**src/rtl/mac_seq_pkg.sv**
```systemverilog
// Shared definitions for the MAC operand sequencer: FSM state encoding and
// the accumulator width derivation used by both the sequencer and its parent.
package mac_seq_pkg;

  typedef enum logic [2:0] {
    IDLE    = 3'd0,
    CLEAR   = 3'd1,
    FEED    = 3'd2,
    DRAIN   = 3'd3,
    CAPTURE = 3'd4,
    DONE    = 3'd5
  } seq_state_e;

  // Wide enough for 2**data_width products of two full-scale operands.
  function automatic int acc_width(input int data_width);
    return 3 * data_width;
  endfunction

endpackage

```
**src/rtl/mac_operand_sequencer.sv**
```systemverilog
// Pulls paired A/B operands, drives one MAC through a VEC_LEN dot product,
// then captures the accumulated sum onto a valid/ready result port.
module mac_operand_sequencer
  import mac_seq_pkg::*;
#(
  parameter int DATA_WIDTH = 8,
  parameter int VEC_LEN    = 8,
  parameter int ACC_WIDTH  = acc_width(DATA_WIDTH)
) (
  input  logic                  clk,
  input  logic                  rst_n,
  input  logic                  start,
  input  logic [DATA_WIDTH-1:0] a_data,
  input  logic                  a_valid,
  output logic                  a_ready,
  input  logic [DATA_WIDTH-1:0] b_data,
  input  logic                  b_valid,
  output logic                  b_ready,
  output logic                  mac_en,
  output logic                  mac_clr,
  output logic [DATA_WIDTH-1:0] mac_a,
  output logic [DATA_WIDTH-1:0] mac_b,
  input  logic [ACC_WIDTH-1:0]  mac_cout,
  output logic [ACC_WIDTH-1:0]  res_data,
  output logic                  res_valid,
  input  logic                  res_ready,
  output logic                  busy
);

  localparam int CNT_W = $clog2(VEC_LEN + 1);
  localparam logic [CNT_W-1:0] LAST_IDX = CNT_W'(VEC_LEN - 1);

  seq_state_e             state_reg, state_next;
  logic [CNT_W-1:0]       count_reg, count_next;
  logic                   mac_en_next, mac_clr_next;
  logic [DATA_WIDTH-1:0]  mac_a_next, mac_b_next;
  logic [ACC_WIDTH-1:0]   res_data_next;
  logic                   res_valid_next;
  logic                   pop;

  // Both streams must be valid so A and B always pop as a matched pair.
  assign pop = (state_reg == FEED) && a_valid && b_valid;

  always_ff @(posedge clk or negedge rst_n) begin
    if (!rst_n) begin
      state_reg <= IDLE;
      count_reg <= '0;
      mac_en    <= 1'b0;
      mac_clr   <= 1'b0;
      mac_a     <= '0;
      mac_b     <= '0;
      res_data  <= '0;
      res_valid <= 1'b0;
    end else begin
      state_reg <= state_next;
      count_reg <= count_next;
      mac_en    <= mac_en_next;
      mac_clr   <= mac_clr_next;
      mac_a     <= mac_a_next;
      mac_b     <= mac_b_next;
      res_data  <= res_data_next;
      res_valid <= res_valid_next;
    end
  end

  always_comb begin
    state_next = state_reg;
    count_next = count_reg;
    unique case (state_reg)
      IDLE:    if (start) state_next = CLEAR;
      CLEAR: begin
        count_next = '0;
        state_next = FEED;
      end
      FEED: begin
        if (pop) begin
          count_next = count_reg + CNT_W'(1);
          if (count_reg == LAST_IDX) state_next = DRAIN;
        end
      end
      DRAIN:   state_next = CAPTURE;
      CAPTURE: state_next = DONE;
      DONE:    if (res_valid && res_ready) state_next = IDLE;
      default: state_next = IDLE;
    endcase
  end

  always_comb begin
    a_ready        = pop;
    b_ready        = pop;
    busy           = (state_reg != IDLE);
    mac_clr_next   = (state_reg == IDLE) && start;
    mac_en_next    = pop;
    mac_a_next     = pop ? a_data : mac_a;
    mac_b_next     = pop ? b_data : mac_b;
    res_data_next  = res_data;
    res_valid_next = res_valid;
    // mac_cout is sampled one edge after DRAIN so the last pair is included.
    if (state_reg == CAPTURE) begin
      res_data_next  = mac_cout;
      res_valid_next = 1'b1;
    end else if (state_reg == DONE && res_valid && res_ready) begin
      res_valid_next = 1'b0;
    end
  end

endmodule

```
**config.mk**
```make
export PLATFORM = sky130hd
export DESIGN_NAME = mac_operand_sequencer
export DESIGN_NICKNAME = d
export VERILOG_FILES = /design/src/rtl/mac_seq_pkg.sv /design/src/rtl/mac_operand_sequencer.sv
export SDC_FILE = /design/constraint.sdc
export NUM_CORES = 1
export LEC_CHECK = 0
export ABC_AREA = 1
export BUFFER_PORTS_ARGS = -buffer_cell sky130_fd_sc_hd__buf_2
export CAP_MARGIN = 30
export CORE_MARGIN = 2
export CORE_UTILIZATION = 45
export CTS_CLUSTER_DIAMETER = 200
export DETAILED_ROUTE_END_ITERATION = 10
export GPL_TIMING_DRIVEN = 0
export PLACE_DENSITY_LB_ADDON = 0.08
export SLEW_MARGIN = 20
export SYNTH_ARGS = -nofsm -noshare
export SYNTH_HDL_FRONTEND = slang
export SYNTH_SLANG_ARGS = --single-unit
```
**constraint.sdc**
```tcl
create_clock -name clk -period 3.9 [get_ports clk]
set_input_delay 1.17 -clock clk [delete_from_list [all_inputs] [get_ports clk]]
set_output_delay 1.17 -clock clk [all_outputs]
set_load 0.05 [all_outputs]
```
==> metrics <==
status finished, final reports clean; remaining routing DRC violations 0; Top Registers res_data: 24 flops, mac_a: 8 flops, mac_b: 8 flops; die width 72.0 um; simple-gate portion of the synthesized area 0.322; Post-Synth Adder-Cell Area 0.00601; Worst Hold Depth 2; Post-CTS Setup Inserts 0; Sw Pwr 1510 uW; clock network power share 0.113; layout cell share with drive strength beyond 1 0.347; max incr delay on CP 0.24 ns; Via Count 1,819; WP data required 2.73 ns; CP top delay family buffers and inverters; area of the mapped netlist 2080 sq um; Crit. End Element output port; initial antenna violation count 0; Register-to-Register Path Depth 5; H-tree depth 2; Layout Area Growth over Synthesis 30.9%; fin. max-slew vios 0; row count 24; Total Nets Final 380; Post-DRT Antenna Nets 0; Total GRT Usage 0.188; clk root buf clkbuf_8; switching portion of total power 0.549; post-synthesis compound-gate area fraction 0.0114; first-pass GRT wire length 7.64 mm; leakage power 0.00161 uW; wire length per cell 11.7 um; Via density 4.71; Synth cell types 21; Fill cells 394; Largest Register res_data; minimum clock period 3.34 ns; cts bufs inserted 5; critical-path maximum fanout 12; RR Startpoint state_reg[0]; hold endpoint res_data[10]; # hold bufs at CTS 0; worst clock skew 0.00611 ns; TritonRoute pass-1 iters 4; WS Path Type input port to output port; crit path buf inv count 4; Starting Density 0.472; multiplexer share of the synthesized area 0; final setup fails 0; crit-path cells buf_2 -> nand2_1 -> nor2_8 -> buf_4 -> buf_4 -> buf_2; Min-Delay Path Class flop to flop; FF-to-FF End res_data[16]; grt ovf 0; largest net degree at the start of global routing 28; setup TNS 0 ns; Clk Latency, worst-skew pair 0.30 ns; dpl hpwl 3.28 mm; part of the cycle the worst path needs 0.857; DRT iter0 DRCs 77; Final Wtd Congestion 0.757; CTS tree done; Internal 1240 uW; peak supply drop 0.480 mV; Comb pwr share 0.563; Core ar. 4410 sq um; RSZ-0062 raised after global routing false; FF/Latch Area 1250 sq um; register area share after synthesis 0.601; Port Buf Inserts 91; Hold WS 0.471 ns; P per Cell Area 1010 nW/um^2; average instance area after synthesis 8.90 sq um; multi-input logic area 716 sq um; reg2reg setup slack 2.47 ns; die area 5190 sq um; XOR/XNOR Fraction of Synth Area 0.00420; Largest register FFs 24; Gate Count Post-Synth 234; relative slew slack 0.564; Clock Pin Slew Worst Setup and Hold Paths 0.09 ns; worst hold start res_data[10]; n_diodes 0; crit path DAT 2.17 ns; Max Cap Violations 0; Fin. Hold Viols 0; CTS resizes 0; Post-Syn Nets 281; main combinational cell family by area after synthesis simple AND/OR/NAND/NOR gates; final WL 4.52 mm; actual slew at the worst max-slew pin 0.654 ns; Boundary Pins 92; die span in y 72.0 um; Critical Path Slowest Stage Cell buf_2; via count of the first global-routing pass 1,696; TritonCTS sink count 50; startpoint class of the critical path input port; Seq pwr share 0.324; Clock Path Buffers 2; Syn. warnings 0; number of synthesized register bits 50; f_max 0.299 GHz
cells in the final DEF, fill, tap and decap left out, drive strengths merged, types with 3 or more instances in the layout:
| cell type | netlist | routed |
|---|---|---|
| nand2 | 112 | 112 |
| buf | 9 | 101 |
| dfrtp | 50 | 50 |
| nand3 | 36 | 36 |
| inv | 10 | 10 |
| nor2 | 8 | 8 |
| clkbuf | 2 | 8 |
| o21ai | 3 | 3 |
Yosys cell counts:
cell type,n,area (sq um)
inv_4,1,6.26
o21ai_2,1,8.76
inv_2,1,3.75
nor2_8,1,20.0
nand3_1,35,175
nand2_2,1,6.26
a21oi_1,1,5.00
nor2_1,6,22.5
xnor2_1,1,8.76
nand3_4,1,17.5
o21ai_0,2,10.0
buf_2,4,20.0
buf_6,3,33.8
clkbuf_1,2,7.51
dfrtp_1,50,1250
ha_1,1,12.5
nand4_1,1,6.26
nand2_1,111,417
nor2_2,1,6.26
buf_4,2,15.0
inv_1,8,30.0
power by group through the flow:
stage | combinational, uW | clock (uW) | sequential [uW]
3_5_place_dp | 1560 | 0 | 895
6_report | 1540 | 311 | 890
4_1_cts | 1560 | 320 | 889
3_3_place_gp | 1540 | 0 | 891
5_1_grt | 1670 | 344 | 922
2_1_floorplan | 422 | 0 | 1660
layer usage:
metal / GRT usage / wire length, um / vias to the layer above
met5: 0 / 0 / -
met4: 0.0503 / 47 / 0
met3: 0.0528 / 315 / 4
met2: 0.315 / 2110 / 62
met1: 0.243 / 2050 / 828
li1: - / - / 925
how the worst max path moves through the flow:
| stage | startpoint | to | slack [ns] | cells after the start |
|---|---|---|---|---|
| floorplan | b_valid | b_ready | 0.76 | 4 |
| global placement | b_valid | b_ready | 0.55 | 6 |
| detailed placement | b_valid | b_ready | 0.54 | 6 |
| CTS | b_valid | b_ready | 0.54 | 6 |
| global route | b_valid | b_ready | 0.50 | 6 |
| finish | b_valid | b_ready | 0.56 | 6 |
worst min-delay path, delay by kind of cell (launching register included):
family           cells  cell delay (ns)
and+or+nand+nor      2             0.10
DFF                  1             0.35
cell families after synthesis:
family                   after synthesis
AND/OR/NAND/NOR                      157
flip-flops                            50
buffers and inverters                 21
AO/OA/AOI/OAI                          4
XOR/XNOR                               1
adder cells (fa/ha/maj)                1
metrics by stage:
step                      power, uW  setup WS [ns]  cells   util  instance area, sq um
after floorplan                2080          0.764    234      -                  2080
after global placement         2430          0.554    377  0.590                  2600
after detailed placement       2460          0.539    378  0.596                  2630
after CTS                      2770          0.536    386  0.618                  2730
after global routing           2930          0.497    386  0.618                  2730
final                          2740          0.559    386  0.618                  2730
layout make-up:
type | count | share of cell area
repair buffers | 92 | 0.177
flip-flops and latches | 50 | 0.459
clock inverters | 2 | 0.00459
multi-input cells | 163 | 0.263
plain buffers | 11 | 0.0280
well taps | 52 | 0.0239
clock buffers | 6 | 0.0303
inverters | 10 | 0.0147
(Power assumes the default switching activity.)
